**config.mk**
```make
export PLATFORM = sky130hd
export DESIGN_NAME = stack_mem_sequencer
export DESIGN_NICKNAME = d
export VERILOG_FILES = /design/src/rtl/rnbip_mem_pkg.sv /design/src/rtl/stack_ptr_reg.sv /design/src/rtl/stack_mem_sequencer.sv
export SDC_FILE = /design/constraint.sdc
export NUM_CORES = 1
export LEC_CHECK = 0
export BUFFER_PORTS_ARGS = -buffer_cell sky130_fd_sc_hd__buf_2
export CAP_MARGIN = 15
export CORE_ASPECT_RATIO = 1.25
export CORE_MARGIN = 2
export CORE_UTILIZATION = 45
export CTS_BUF_LIST = sky130_fd_sc_hd__clkbuf_4
export DETAILED_ROUTE_END_ITERATION = 12
export PLACE_DENSITY = 0.75
export SLEW_MARGIN = 20
export SYNTH_ARGS = -nofsm -noshare
export SYNTH_HDL_FRONTEND = slang
export SYNTH_SLANG_ARGS = --single-unit
```
**constraint.sdc**
```tcl
create_clock -name clk -period 6.8 [get_ports clk]
set_input_delay 1.36 -clock clk [delete_from_list [all_inputs] [get_ports clk]]
set_output_delay 1.36 -clock clk [all_outputs]
set_load 0.02 [all_outputs]
```
**src/rtl/rnbip_mem_pkg.sv**
```systemverilog
// Shared op codes, FSM encoding and stack defaults for the data-memory sequencer.
// The stack bounds check is built only when SP_BOUNDS_CHECK_EN is defined.
package rnbip_mem_pkg;

    localparam logic [2:0] OP_NOP   = 3'd0;
    localparam logic [2:0] OP_PUSH  = 3'd1;
    localparam logic [2:0] OP_POP   = 3'd2;
    localparam logic [2:0] OP_CALL  = 3'd3;
    localparam logic [2:0] OP_RET   = 3'd4;
    localparam logic [2:0] OP_LOAD  = 3'd5;
    localparam logic [2:0] OP_STORE = 3'd6;

    localparam logic [7:0] SP_RESET_DEFAULT    = 8'hFF;
    localparam logic [7:0] STACK_LIMIT_DEFAULT = 8'h80;

    localparam logic [1:0] FAULT_OVF = 2'b01;
    localparam logic [1:0] FAULT_UNF = 2'b10;

    typedef enum logic [2:0] {
        S_IDLE,
        S_DEC,
        S_WRITE,
        S_READ,
        S_ACCESS,
        S_DONE
    } state_t;

    function automatic logic op_is_active(input logic [2:0] o);
        return (o >= OP_PUSH) && (o <= OP_STORE);
    endfunction

    function automatic logic op_is_stack_wr(input logic [2:0] o);
        return (o == OP_PUSH) || (o == OP_CALL);
    endfunction

    function automatic logic op_is_stack_rd(input logic [2:0] o);
        return (o == OP_POP) || (o == OP_RET);
    endfunction

endpackage

```
**src/rtl/stack_ptr_reg.sv**
```systemverilog
// Downward-growing 8-bit stack pointer with empty/full flags.
// Arithmetic wraps modulo 256; simultaneous inc and dec cancel.
module stack_ptr_reg
    import rnbip_mem_pkg::*;
#(
    parameter logic [7:0] SP_RESET    = SP_RESET_DEFAULT,
    parameter logic [7:0] STACK_LIMIT = STACK_LIMIT_DEFAULT
) (
    input  logic       clk,
    input  logic       reset,
    input  logic       inc,
    input  logic       dec,
    output logic [7:0] sp,
    output logic       is_empty,
    output logic       is_full
);

    always_ff @(posedge clk) begin
        if (reset) begin
            sp <= SP_RESET;
        end else if (inc && !dec) begin
            sp <= sp + 8'd1;
        end else if (dec && !inc) begin
            sp <= sp - 8'd1;
        end
    end

    assign is_empty = (sp == SP_RESET);
    assign is_full  = (sp == STACK_LIMIT);

endmodule

```
**src/rtl/stack_mem_sequencer.sv**
```systemverilog
// Sequences PUSH/POP/CALL/RET/LOAD/STORE onto the 256x8 data memory.
// Define SP_BOUNDS_CHECK_EN to trap stack overflow/underflow into fault.
module stack_mem_sequencer
    import rnbip_mem_pkg::*;
#(
    parameter logic [7:0] SP_RESET    = SP_RESET_DEFAULT,
    parameter logic [7:0] STACK_LIMIT = STACK_LIMIT_DEFAULT
) (
    input  logic       clk,
    input  logic       reset,
    input  logic       op_valid,
    input  logic [2:0] op,
    output logic       op_ready,
    input  logic [7:0] mem_rdata,
    output logic [7:0] sp_out,
    output logic       mem_addr_sel_sp,
    output logic       mem_data_sel_rn,
    output logic       mem_wr,
    output logic [7:0] rd_data,
    output logic       rd_load,
    output logic [7:0] pc_target,
    output logic       pc_load,
    output logic       done,
    output logic [1:0] fault
);

    state_t     state;
    logic [2:0] cur_op;
    logic       wr_q;
    logic [1:0] fault_q;
    logic       accept;
    logic       sp_inc;
    logic       sp_dec;
    logic       is_empty;
    logic       is_full;
    logic       ovf;
    logic       unf;

`ifdef SP_BOUNDS_CHECK_EN
    assign ovf = is_full;
    assign unf = is_empty;
`else
    logic unused_flags;
    assign unused_flags = is_full | is_empty;
    assign ovf = 1'b0;
    assign unf = 1'b0;
`endif

    assign op_ready = (state == S_IDLE);
    assign accept   = op_valid && op_ready && op_is_active(op);
    assign sp_dec   = accept && op_is_stack_wr(op) && !ovf;
    assign sp_inc   = (state == S_READ);

    stack_ptr_reg #(
        .SP_RESET    (SP_RESET),
        .STACK_LIMIT (STACK_LIMIT)
    ) u_sp (
        .clk      (clk),
        .reset    (reset),
        .inc      (sp_inc),
        .dec      (sp_dec),
        .sp       (sp_out),
        .is_empty (is_empty),
        .is_full  (is_full)
    );

    // A write still pending in the reset cycle must never reach the memory.
    assign mem_wr = wr_q && !reset;
    assign fault  = fault_q;

    always_ff @(posedge clk) begin
        if (reset) begin
            state           <= S_IDLE;
            cur_op          <= OP_NOP;
            wr_q            <= 1'b0;
            mem_addr_sel_sp <= 1'b0;
            mem_data_sel_rn <= 1'b0;
            rd_data         <= 8'h00;
            rd_load         <= 1'b0;
            pc_target       <= 8'h00;
            pc_load         <= 1'b0;
            done            <= 1'b0;
            fault_q         <= 2'b00;
        end else begin
            wr_q            <= 1'b0;
            mem_addr_sel_sp <= 1'b0;
            mem_data_sel_rn <= 1'b0;
            rd_load         <= 1'b0;
            pc_load         <= 1'b0;
            done            <= 1'b0;
            unique case (state)
                S_IDLE: begin
                    if (accept) begin
                        cur_op  <= op;
                        fault_q <= 2'b00;
                        unique case (1'b1)
                            op_is_stack_wr(op): begin
                                if (ovf) begin
                                    fault_q <= FAULT_OVF;
                                    done    <= 1'b1;
                                    state   <= S_DONE;
                                end else begin
                                    state <= S_DEC;
                                end
                            end
                            op_is_stack_rd(op): begin
                                if (unf) begin
                                    fault_q <= FAULT_UNF;
                                    done    <= 1'b1;
                                    state   <= S_DONE;
                                end else begin
                                    mem_addr_sel_sp <= 1'b1;
                                    state           <= S_READ;
                                end
                            end
                            default: begin
                                wr_q            <= (op == OP_STORE);
                                mem_data_sel_rn <= (op == OP_STORE);
                                state           <= S_ACCESS;
                            end
                        endcase
                    end
                end
                S_DEC: begin
                    wr_q            <= 1'b1;
                    mem_addr_sel_sp <= 1'b1;
                    mem_data_sel_rn <= (cur_op == OP_PUSH);
                    state           <= S_WRITE;
                end
                S_WRITE: begin
                    done  <= 1'b1;
                    state <= S_DONE;
                end
                S_READ: begin
                    if (cur_op == OP_POP) begin
                        rd_data <= mem_rdata;
                        rd_load <= 1'b1;
                    end else begin
                        pc_target <= mem_rdata;
                        pc_load   <= 1'b1;
                    end
                    done  <= 1'b1;
                    state <= S_DONE;
                end
                S_ACCESS: begin
                    if (cur_op == OP_LOAD) begin
                        rd_data <= mem_rdata;
                        rd_load <= 1'b1;
                    end
                    done  <= 1'b1;
                    state <= S_DONE;
                end
                S_DONE: begin
                    state <= S_IDLE;
                end
                default: begin
                    state <= S_IDLE;
                end
            endcase
        end
    end

endmodule

```
Word-level counts from Yosys, hierarchy flattened --
Index checks and enable logic that the tools add are counted.
Storage, ports and cells: register bits after elaboration 36, input bits 14, output and inout bits 33, logic and storage cells 73
Operators by class: add/subtract/negate cells 2, $lt $le $gt $ge 2, equal/unequal tests 15, multiplexer cells 20, bitwise operators 2, reduce and logical (&&, ||, !) cells 21
Operators with widths (count):
- 2-to-1 mux 8 bit | 4
- one-hot mux 8 bit (2 select lines) | 1
- == test 3 x 2 -> 1 bit (second input constant) | 5
- == test 3 bit (second input constant) | 4
- == test 3 x 1 -> 1 bit (second input constant) | 3
- one-hot mux 3 bit (3 select lines) | 1
- adder 8 x 1 -> 8 bit (second input constant) | 1
- 2-to-1 mux 1 bit | 8
- one-hot mux 1 bit (2 select lines) | 4
- subtractor 8 x 1 -> 8 bit (second input constant) | 1
- logical AND 1 bit | 7
- one-hot mux 3 bit (2 select lines) | 1
- != test 2 bit (second input constant) | 2
- AND reduction 2 bit | 2
- nonzero test 2 bit | 2
- OR reduction 2 bit | 2
- greater-or-equal comparator 3 x 1 -> 1 bit (second input constant) | 1
- <= comparator 3 bit (second input constant) | 1
- logical NOT 1 bit | 3
- logical NOT 3 bit | 1
- 2-to-1 mux 3 bit | 1
- AND reduction 3 bit | 1
- OR reduction 3 bit | 1
- logical OR 1 bit | 2
- other kinds (2) | 3

Depth between registers and ports, before layout --
Gate-level depths: netlist of run 1.
depth after elaboration 7, gate-level depth with buffers 12, depth with buffers taken out 11

Cells and area by module --
Synthesis of run 1 repeated with hierarchy kept, for this count alone.
Unflattened totals: cell total of the unflattened synthesis 213, area, all modules 1936.9 µm²
By module, submodules not included:
- stack_mem_sequencer | instances 1, cells an instance 146, area each 1326.3 µm², seq. area each 560.5 µm²
- stack_ptr_reg | instances 1, cells an instance 67, area each 610.6 µm², seq. area each 160.2 µm²

Least setup slack after synthesis of run 1 --
Ideal clock, no wire load.
path kind in2reg, start input port op[2], end register u_sp.sp[7], setup time 0.114 ns, arrival time 3.485 ns, data required time 6.686 ns, slack 3.201 ns, cell stages on the path 11, buffers on the path 1, cells stage by stage clkbuf_1 -> inv_1 -> nand4_1 -> ha_1 -> inv_1 -> ha_1 -> a211oi_2 -> nor3_1 -> o21a_1 -> or4_1 -> a21o_1
Between the ends: cells in the longest elaborated chain, start to end 7
RTL lines:
- start: declaration | line stack_mem_sequencer.sv:12 | input logic [2:0] op,
- greater-or-equal comparator 3 x 1 -> 1 bit or <= comparator 3 bit (tied branches) | line rnbip_mem_pkg.sv:29 | return (o >= OP_PUSH) && (o <= OP_STORE);
- logical AND 1 bit | line rnbip_mem_pkg.sv:29
- logical AND 1 bit | line stack_mem_sequencer.sv:50 | assign accept = op_valid && op_ready && op_is_active(op);
- logical AND 1 bit * | line stack_mem_sequencer.sv:51 | assign sp_dec = accept && op_is_stack_wr(op) && !ovf;
- logical NOT 1 bit | line stack_ptr_reg.sv:21 | end else if (inc && !dec) begin
- logical AND 1 bit | line stack_ptr_reg.sv:21
- 2-to-1 mux 8 bit or nonzero test 2 bit (tied branches)
- end signal: assignment | line stack_ptr_reg.sv:22 | sp <= sp + 8'd1;
- end signal: assignment | line stack_ptr_reg.sv:24 | sp <= sp - 8'd1;
- end: declaration | line stack_ptr_reg.sv:13 | output logic [7:0] sp,
Every way passes the cells marked *; elsewhere a longest branch is shown, timed or not. A chain may end at the register's enable or synchronous reset.

Final worst setup path of run 1 --
start input port reset, end output port mem_wr
Between the ends: cells in the longest elaborated chain, start to end 2
RTL lines:
- start: declaration | line stack_mem_sequencer.sv:10 | input logic reset,
- logical NOT 1 bit | line stack_mem_sequencer.sv:68 | assign mem_wr = wr_q && !reset;
- logical AND 1 bit | line stack_mem_sequencer.sv:68
- end: declaration | line stack_mem_sequencer.sv:18 | output logic mem_wr,
Every way passes these cells.

==> impl_metrics.env, run 1 <==
export IMPL_synth_ff_latch_count=36
export IMPL_hold_buffers=0
export IMPL_grt_max_degree=34
export IMPL_crit_fanout=33
export IMPL_ys_async_sr_fraction=0
export IMPL_avgRoutedWirePerCell_um=12.04
export IMPL_min_from="cur_op[0]"
export IMPL_yosysWarningCount=0
export IMPL_status="completed"
export IMPL_maxCapViolCount=0
export IMPL_min_period_over_period=0.5088
export IMPL_crit_chain="buf_2 > nor2b_1 > buf_2"
export IMPL_antenna_found_initial=0
export IMPL_timing_fmax_mhz=289.0
export IMPL_yosys_area_top_type="dfxtp_1"
export IMPL_synth_area_top_cells="dfxtp_1 41%, mux2i_1 10%, nor2_1 6.2%, ha_1 5.0%, a21oi_1 3.4%"
export IMPL_reg2reg_to="u_sp.sp[7]"
export IMPL_crit_path_end_kind="output port"
export IMPL_synthCells=189
export IMPL_grt_total_usage=0.1617
export IMPL_drtIter0Drc=17
export IMPL_critical_path_class="input port to output port"
export IMPL_vias=1437
export IMPL_clock_sinks=36
export IMPL_via_per_inst=5.283
export IMPL_cts_made_buffers=5
export IMPL_synth_edf_count=0
export IMPL_powerDensity_nw_per_um2=247.6
export IMPL_dr_pass1_iters=4
export IMPL_start_util=0.4657
export IMPL_routabilityCongestion=0.8683
export IMPL_reg2reg_slack_ns=3.86
export IMPL_io_buffer_count=44
export IMPL_path_clk_slew_ns=0.10
export IMPL_fin_crit_ns=3.460
export IMPL_n_antenna_cell=0
export IMPL_cts_tree="built"
export IMPL_skew_ns=0.01506
export IMPL_postCtsSetupRepairBufs=0
export IMPL_die_h_um=73.68
export IMPL_wl_um=3276
export IMPL_rr_startpoint="state[0]"
export IMPL_relSlewSlack=0.6087
export IMPL_grt_pass1_wl_um=5416
export IMPL_grt_pass1_vias=1299
export IMPL_p_sw_frac=0.3083
export IMPL_crit_required_ns=5.44
export IMPL_layout_nets=253
export IMPL_avgSynthCellArea_um2=9.248
export IMPL_cpMostUsedCell="buf_2"
export IMPL_antenna_left=0
export IMPL_maxSlewViolCount=0
export IMPL_p_sw_mw=0.1560
export IMPL_cts_resized=0
export IMPL_reg2reg_depth=11
export IMPL_pwr_share_comb=0.227
export IMPL_rsz0062_at_grt="false"
export IMPL_cpLargestDelayFamily="buffers and inverters"
export IMPL_detail_route_drc_violations=0
export IMPL_ir_drop_uv=113.7
export IMPL_arrival_ns=2.10
export IMPL_hold_path_end="cur_op[0]"
export IMPL_p_int_mw=0.3501
export IMPL_worst_pin_slew_ns=0.5870
export IMPL_synth_top_cell_area_share=0.4123
export IMPL_dp_hpwl_um=2393
export IMPL_critPathBufInv=2
export IMPL_fillCellCount=370
export IMPL_pwr_share_clk=0.296
export IMPL_cts_root_buf="clkbuf_4"
export IMPL_gr_total_overflow=0
export IMPL_critPathLaunchType="input port"
export IMPL_clock_latency_ns=0.34
export IMPL_dieArea_um2=4402
export IMPL_startpoint="reset"
export IMPL_design_area_um2=2044
export IMPL_synth_area_um2=1748
export IMPL_p_leak_nw=0.8368
export IMPL_h_tree_depth=2
export IMPL_power_frac_seq=0.477
export IMPL_synth_distinct_cells=42
export IMPL_ys_seq_area_frac=0.4123
export IMPL_pre_cts_ws_ns=3.042
export IMPL_synth_flop_cell="dfxtp_1"
export IMPL_setup_tns_ns=0
export IMPL_drive_gt1_frac=0.2586
export IMPL_die_w_um=59.75
export IMPL_row_count=25
export IMPL_hold_depth=2
export IMPL_ios=47
export IMPL_slowest_stage="buf_2"
export IMPL_finalHoldViolCount=0
export IMPL_core_area_um2=3754
export IMPL_clockBufferDepth=2
export IMPL_hold_path_class="flip-flop to flip-flop"
export IMPL_setup_violations=0
export IMPL_setup_ws_ns=3.340
export IMPL_max_stage_delay_ns=0.47
export IMPL_areaGrowthSynthToFinish_pct=16.96
export IMPL_final_util=0.5447
export IMPL_place_area_um2=1964
final cells by class:
| cell class | instances | area, um2 | area share |
|---|---|---|---|
| clock buffer | 5 | 37.54 | 0.01836 |
| clock inverter | 3 | 42.54 | 0.02081 |
| inverter | 4 | 15.01 | 0.007344 |
| multi-input combinational | 140 | 958.4 | 0.4688 |
| sequential | 36 | 720.7 | 0.3525 |
| tap | 40 | 50.05 | 0.02448 |
| timing repair buffer | 44 | 220.2 | 0.1077 |
worst reg2reg max path, cell delays in order, from the launching register on:
cell and delay (ns):
dfxtp_1 0.49, nor2b_1 0.21, nand2_1 0.19, inv_2 0.09, ha_1 0.21, inv_1 0.16
ha_1 0.34, a211oi_2 0.28, nor3_1 0.11, o21a_1 0.20, or4_1 0.39, a21o_1 0.19
Yosys cell counts (4+ instances only):
master     n
dfxtp_1   36
nor2_1    29
mux2i_1   18
a21oi_1   12
nand2_1   11
ha_1       7
nor2b_1    7
nor3_1     7
o21a_1     6
clkbuf_1   5
xor2_1     4
worst max path at each step:
stage / endpoint / slack (ns) / cells past startpoint
final: mem_wr / 3.34 / 3
after global routing: mem_wr / 3.23 / 3
after CTS: mem_wr / 3.31 / 3
after detailed placement: u_sp.sp[7] / 3.04 / 11
after global placement: u_sp.sp[7] / 3.12 / 11
after floorplan: u_sp.sp[7] / 3.20 / 11
cells by family (layout without fill, tap and decap cells):
| kind of cell | count (synthesis) | count (layout) | synth area share |
|---|---|---|---|
| AOI/OAI and AO/OA | 37 | 37 | 0.1518 |
| xor gates and xnor gates | 6 | 6 | 0.03006 |
| adders and majority gates | 8 | 8 | 0.06156 |
| buffers and inverters | 14 | 56 | 0.04151 |
| DFF | 36 | 36 | 0.4123 |
| muxes | 18 | 18 | 0.1031 |
| other | 1 | 2 | 0.002145 |
| and+or+nand+nor | 69 | 69 | 0.1976 |
metal layers:
metal,vias up,GRT usage,part of all wire
met2,33,0.2657,0.49
li1,738,-,-
met1,661,0.1919,0.45
met3,5,0.04577,0.043
met4,0,0.07407,0.016
met5,-,0,0
sequential cells by signal (all words and copies together) (netlist names):
name             cells
done                 1
u_sp.sp              8
rd_load              1
pc_target            8
mem_addr_sel_sp      1
wr_q                 1
state                3
cur_op               3
rd_data              8
pc_load              1
mem_data_sel_rn      1
through the flow:
stage / power (mW) / cells / hold slack (ns)
6_report: 0.5061 / 272 / 0.4816
3_5_place_dp: 0.3618 / 264 / 0.4643
5_1_grt: 0.5345 / 272 / 0.5229
4_1_cts: 0.5119 / 272 / 0.4786
3_3_place_gp: 0.3598 / 264 / 0.4596
2_1_floorplan: 0.3376 / 190 / 0.4447
power by group through the flow:
stage          Clock, mW  Combinational (mW)  Sequential (mW)
4_1_cts            0.154               0.116            0.242
3_3_place_gp           0               0.114            0.246
2_1_floorplan          0              0.0896            0.248
5_1_grt            0.161               0.129            0.244
6_report           0.150               0.115            0.241
3_5_place_dp           0               0.115            0.247
layout by cell type, fill, tap and decap left out, drive strengths merged, types with 2 or more instances in the layout:
master | synthesis | final
conb | 1 | 2
xor2 | 4 | 4
o21ai | 4 | 4
clkbuf | 5 | 5
nand3 | 3 | 3
dfxtp | 36 | 36
xnor2 | 2 | 2
nand4 | 2 | 2
a21oi | 13 | 13
ha | 7 | 7
mux2i | 18 | 18
nand2b | 2 | 2
a21boi | 2 | 2
a21o | 3 | 3
o21a | 6 | 6
nor3 | 8 | 8
nand2 | 11 | 11
o211ai | 2 | 2
o31ai | 2 | 2
nor2 | 29 | 29
buf | 5 | 44
nor2b | 7 | 7
or3 | 2 | 2
inv | 4 | 4
a211oi | 2 | 2
No activity file was read; power rests on OpenSTA's default activity.
==> run 2, diff against run 1 <==
--- a/config.mk
+++ b/config.mk
@@ -5,6 +5,7 @@
 export SDC_FILE = /design/constraint.sdc
 export NUM_CORES = 1
 export LEC_CHECK = 0
+export ABC_AREA = 1
 export BUFFER_PORTS_ARGS = -buffer_cell sky130_fd_sc_hd__buf_2
 export CAP_MARGIN = 15
 export CORE_ASPECT_RATIO = 1.25
@@ -12,7 +13,7 @@
 export CORE_UTILIZATION = 45
 export CTS_BUF_LIST = sky130_fd_sc_hd__clkbuf_4
 export DETAILED_ROUTE_END_ITERATION = 12
-export PLACE_DENSITY = 0.75
+export PLACE_DENSITY = 0.78
 export SLEW_MARGIN = 20
 export SYNTH_ARGS = -nofsm -noshare
 export SYNTH_HDL_FRONTEND = slang
==> constraint.sdc (replaced) <==
create_clock -name clk -period 3 [get_ports clk]
set_input_delay 0.6 -clock clk [delete_from_list [all_inputs] [get_ports clk]]
set_output_delay 0.6 -clock clk [all_outputs]
set_load 0.02 [all_outputs]
==> impl_metrics.env, run 2 <==
export IMPL_dp_cells=316
export IMPL_drive_gt1_frac=0.2218
export IMPL_areaGrowthSynthToFinish_pct=17.53
export IMPL_synth_distinct_cells=26
export IMPL_detail_route_drc_violations=0
export IMPL_crit_required_ns=3.24
export IMPL_dr_pass1_iters=4
export IMPL_dieArea_um2=4319
export IMPL_p_sw_mw=0.5302
export IMPL_antenna_left=0
export IMPL_busiest_layer="met2"
export IMPL_critPathLaunchType="flip-flop"
export IMPL_finalHoldViolCount=0
export IMPL_n_antenna_cell=0
export IMPL_rsz0062_at_grt="false"
export IMPL_critical_path_class="flip-flop to flip-flop"
export IMPL_grt_total_usage=0.1757
export IMPL_pwr_share_comb=0.363
export IMPL_mostFrequentLayoutCells="49 x nor2_1, 44 x buf_2, 37 x nand2_1"
export IMPL_use_met3=0.04433
export IMPL_p_int_mw=0.8202
export IMPL_synth_common_cells="49 x nor2_1, 37 x nand2_1, 36 x dfxtp_1"
export IMPL_arrival_ns=2.77
export IMPL_drtIter0Drc=46
export IMPL_setup_violations=0
export IMPL_die_w_um=59.18
export IMPL_routabilityCongestion=0.8838
export IMPL_antenna_found_initial=0
export IMPL_p_leak_nw=0.9772
export IMPL_fin_crit_ns=2.533
export IMPL_h_tree_depth=2
export IMPL_cts_resized=0
export IMPL_synthCells=237
export IMPL_via_per_inst=4.923
export IMPL_ys_async_sr_fraction=0
export IMPL_gr_total_overflow=0
export IMPL_hold_path_class="flip-flop to flip-flop"
export IMPL_layout_nets=305
export IMPL_instances_no_fill=324
export IMPL_postCtsSetupRepairBufs=0
export IMPL_grt_use_met2=0.2918
export IMPL_pwr_share_clk=0.189
export IMPL_die_h_um=72.98
export IMPL_synth_edf_count=0
export IMPL_powerDensity_nw_per_um2=670.8
export IMPL_worst_pin_slew_ns=0.5362
export IMPL_totalPowerFinal_mw=1.350
export IMPL_ir_drop_uv=364.6
export IMPL_vias=1595
export IMPL_clock_sinks=36
export IMPL_start_util=0.4602
export IMPL_crit_fanout=7
export IMPL_pre_cts_ws_ns=0.2496
export IMPL_cts_root_buf="clkbuf_4"
export IMPL_cts_tree="built"
export IMPL_clockBufferDepth=2
export IMPL_maxCapViolCount=0
export IMPL_grt_max_degree=21
export IMPL_wl_um=3491
export IMPL_path_clk_slew_ns=0.10
export IMPL_synth_area_top_cells="dfxtp_1 42%, nor2_1 11%, nand2_1 8.1%, o21ai_1 6.1%, a21oi_1 5.3%"
export IMPL_grt_pass1_wl_um=5858
export IMPL_row_count=25
export IMPL_min_period_over_period=0.8444
export IMPL_synth_top_cell_area_share=0.4207
export IMPL_grt_met1_usage=0.2102
export IMPL_core_area_um2=3722
export IMPL_relSlewSlack=0.6421
export IMPL_yosysMostFrequentCell="nor2_1"
export IMPL_synth_ff_latch_count=36
export IMPL_setup_tns_ns=0
export IMPL_io_buffer_count=44
export IMPL_clock_latency_ns=0.34
export IMPL_power_frac_seq=0.447
export IMPL_setup_ws_ns=0.4667
export IMPL_synth_area_um2=1713
export IMPL_skew_ns=0.009384
export IMPL_ys_seq_area_frac=0.4207
export IMPL_crit_path_end_kind="flip-flop"
export IMPL_dp_hpwl_um=2730
export IMPL_yosysWarningCount=0
export IMPL_maxSlewViolCount=0
export IMPL_avgSynthCellArea_um2=7.227
export IMPL_ios=47
export IMPL_grt_pass1_vias=1399
export IMPL_status="completed"
export IMPL_avgRoutedWirePerCell_um=10.77
export IMPL_timing_fmax_mhz=394.7
export IMPL_synth_flop_cell="dfxtp_1"
export IMPL_yosys_area_top_type="dfxtp_1"
export IMPL_final_common_cell="nor2_1"
export IMPL_cts_made_buffers=5
export IMPL_hold_buffers=0
export IMPL_p_sw_frac=0.3926
export IMPL_largest_registers="pc_target: 8 flops, rd_data: 8 flops, u_sp.sp: 8 flops"
run 2: final cells by class:
| class | instances | area [um2] |
|---|---|---|
| multi-input cells | 171 | 870.8 |
| inverters | 25 | 95.09 |
| repair buffers | 44 | 220.2 |
| well taps | 40 | 50.05 |
| clock inverters | 2 | 11.26 |
| clock buffers | 6 | 45.04 |
| fillers | 361 | 1709 |
| flip-flops and latches | 36 | 720.7 |
run 2: critical path: stages, from the launching register on:
cell     delay, ns
dfxtp_1       0.38
nor3_4        0.32
nand2_4       0.13
nor2_8        0.14
nand3_1       0.11
ha_1          0.22
inv_1         0.21
ha_1          0.33
a21oi_1       0.16
nand2_1       0.11
or2_1         0.22
nand3_1       0.06
nand2_1       0.05
run 2: stage by stage:
stage | area (um2) | hold WS [ns] | utilization
after global routing | 2013 | 0.4894 | 0.5408
final | 2013 | 0.4892 | 0.5408
after detailed placement | 1957 | 0.4682 | 0.5257
after CTS | 2013 | 0.4937 | 0.5408
after floorplan | 1717 | 0.4638 | -
after global placement | 1957 | 0.4583 | 0.5257
run 2: cells by family (layout without fill, tap and decap cells):
logic type,Yosys count,after routing,share of synthesized area
simple gates,117,117,0.3097
compound gates,43,43,0.1264
fa+ha+maj,8,8,0.06282
buf+inv,31,77,0.07303
flops,36,36,0.4207
xor+xnor,1,1,0.005114
other cells,1,2,0.002189
run 2: final timing paths:
kind                            slack [ns]         start      endpoint  cells after the start
worst max-delay path                  0.47      state[0]    u_sp.sp[3]                     12
worst min-delay path                  0.49  pc_target[7]  pc_target[7]                      2
worst max register to register        0.47      state[0]    u_sp.sp[3]                     12
worst min register to register        0.49  pc_target[7]  pc_target[7]                      2
run 2: power groups by stage:
stage / logic, mW / clock network, mW / registers [mW]
global route: 0.557 / 0.286 / 0.613
floorplan: 0.330 / 0 / 0.654
detailed placement: 0.493 / 0 / 0.615
CTS: 0.493 / 0.265 / 0.604
finish: 0.490 / 0.256 / 0.604
global placement: 0.485 / 0 / 0.614
run 2: metal layers:
metal | vias to the layer above | routed length [um]
met1 | 704 | 1564
met5 | - | 0
met3 | 7 | 130
met2 | 31 | 1738
li1 | 853 | -
met4 | 0 | 59
==> run 3, diff against run 2 <==
--- a/config.mk
+++ b/config.mk
@@ -5,7 +5,7 @@
 export SDC_FILE = /design/constraint.sdc
 export NUM_CORES = 1
 export LEC_CHECK = 0
-export ABC_AREA = 1
+export ABC_AREA = 0
 export BUFFER_PORTS_ARGS = -buffer_cell sky130_fd_sc_hd__buf_2
 export CAP_MARGIN = 15
 export CORE_ASPECT_RATIO = 1.25
==> constraint.sdc (replaced) <==
create_clock -name clk -period 2.1 [get_ports clk]
set_input_delay 0.42 -clock clk [delete_from_list [all_inputs] [get_ports clk]]
set_output_delay 0.42 -clock clk [all_outputs]
set_load 0.02 [all_outputs]
==> impl_metrics.env, run 3 (synthesis gave the netlist of run 1 again) <==
export IMPL_wl_um=4030
export IMPL_powerDensity_nw_per_um2=685.9
export IMPL_regArea_um2=729.5
export IMPL_clock_latency_ns=0.33
export IMPL_crit_fanout=7
export IMPL_drtIter0Drc=39
export IMPL_dieArea_um2=4402
export IMPL_gr_total_overflow=0
export IMPL_h_tree_depth=2
export IMPL_vias=1579
export IMPL_reg2reg_to="u_sp.sp[7]"
export IMPL_fillCellCount=302
export IMPL_grt_max_degree=21
export IMPL_arrival_ns=2.65
export IMPL_maxCapViolCount=0
export IMPL_holdWs_ns=0.3376
export IMPL_critical_path_class="flip-flop to flip-flop"
export IMPL_crit_required_ns=2.34
export IMPL_clockBufferDepth=2
export IMPL_instances_no_fill=306
export IMPL_antenna_left=0
export IMPL_hold_buffers=0
export IMPL_routabilityCongestion=0.8281
export IMPL_layout_nets=288
export IMPL_status="finished with violations"
export IMPL_largest_registers="pc_target: 8 flops, rd_data: 8 flops, u_sp.sp: 8 flops"
export IMPL_reg2reg_depth=10
export IMPL_path_clk_slew_ns=0.11
export IMPL_setup_violations=4
export IMPL_multiInputGateArea_um2=1059
export IMPL_dp_hpwl_um=2887
export IMPL_fin_crit_ns=2.410
export IMPL_cts_tree="built"
export IMPL_antenna_found_initial=0
export IMPL_setup_ws_ns=-0.3098
export IMPL_ir_drop_uv=496.1
export IMPL_setup_tns_ns=-0.8313
export IMPL_die_h_um=73.68
export IMPL_detail_route_drc_violations=0
export IMPL_skew_ns=0.008871
export IMPL_core_area_um2=3754
export IMPL_timing_fmax_mhz=415.0
export IMPL_drive_gt1_frac=0.4098
export IMPL_grt_pass1_wl_um=6596
export IMPL_avgRoutedWirePerCell_um=13.17
export IMPL_finalHoldViolCount=0
export IMPL_ios=47
export IMPL_die_w_um=59.75
export IMPL_dp_cells=290
export IMPL_grt_pass1_vias=1507
export IMPL_crit_path_end_kind="flip-flop"
export IMPL_min_period_over_period=1.148
export IMPL_hold_path_class="input port to flip-flop"
export IMPL_cts_root_buf="clkbuf_4"
export IMPL_reg2reg_slack_ns=-0.31
export IMPL_dr_pass1_iters=5
export IMPL_areaGrowthSynthToFinish_pct=38.80
export IMPL_final_common_cell="buf_2"
export IMPL_mostFrequentLayoutCells="44 x buf_2, 33 x dfxtp_1, 31 x buf_4"
export IMPL_min_from="mem_rdata[1]"
export IMPL_maxSlewViolCount=0
export IMPL_clock_sinks=36
export IMPL_io_buffer_count=44
export IMPL_row_count=25
export IMPL_n_antenna_cell=0
export IMPL_hold_path_end="rd_data[1]"
export IMPL_start_util=0.4657
export IMPL_totalPowerFinal_mw=1.664
export IMPL_rsz0062_at_grt="true"
export IMPL_critPathLaunchType="flip-flop"
export IMPL_final_util=0.6463
export IMPL_cts_made_buffers=5
export IMPL_via_per_inst=5.160
export IMPL_grt_total_usage=0.1977
export IMPL_p_leak_nw=1.019
export IMPL_hold_depth=3
export IMPL_rr_startpoint="state[1]"
export IMPL_violations="setup timing"
[run 3: cell types whose count changed in the layout (fill, tap and decap cells not counted), moves of 7 or more]
cell | before | now
buf_4 | 0 | 31
nand2_1 | 37 | 10
inv_1 | 23 | 2
nor2_1 | 49 | 29
o21ai_1 | 21 | 2
mux2i_1 | 0 | 17
nand3_1 | 13 | 3
a21oi_1 | 18 | 11
[run 3: worst max-delay path, stage by stage, from the launching register on]
cell and delay (ns):
dfxtp_4 0.36, nor3_4 0.18, nand4_1 0.19, ha_4 0.24
inv_8 0.09, ha_4 0.21, a211oi_4 0.24, nor3_2 0.07
o21a_1 0.18, or4_1 0.40, a21o_1 0.16
[run 3: what timing repair did]
item	in CTS	in global routing
setup buffers	9	5
gates cloned	0	1
pin swaps	9	10
gates resized for setup	12	3
setup endpoints to repair	5	23
[run 3: cell type report]
cell class                 instances  area share
clock inverter                     2    0.003094
sequential                        36      0.3007
inverter                           4    0.009283
tap                               40     0.02063
multi-input combinational        140      0.4363
clock buffer                       5     0.01547
timing repair buffer              79      0.2145
[run 3: worst max path at each step]
stage | from | to | slack (ns)
floorplan | state[1] | u_sp.sp[7] | -0.43
CTS | state[1] | u_sp.sp[7] | -0.29
detailed placement | op[2] | u_sp.sp[7] | -0.34
finish | state[1] | u_sp.sp[7] | -0.31
global placement | op[2] | u_sp.sp[7] | -0.28
global route | state[1] | u_sp.sp[7] | -0.42
[run 3: power breakdown]
group / internal (mW) / switching (mW) / total [mW]
registers: 0.733 / 0.0488 / 0.782
clock network: 0.117 / 0.214 / 0.330
logic: 0.274 / 0.278 / 0.552
total: 1.12 / 0.540 / 1.66
[run 3: routing by layer]
layer / track usage / part of all wire / vias up
met3: 0.04577 / 0.042 / 7
met2: 0.3285 / 0.50 / 41
li1: - / - / 809
met1: 0.2462 / 0.45 / 722
met4: 0.07160 / 0.016 / 0
met5: 0 / 0 / -
[run 3: through the flow]
step                instance area (um2)  setup WS, ns
floorplan                          1836       -0.4311
global placement                   2238       -0.2796
detailed placement                 2238       -0.3438
CTS                                2381       -0.2895
global route                       2426       -0.4172
finish                             2426       -0.3098
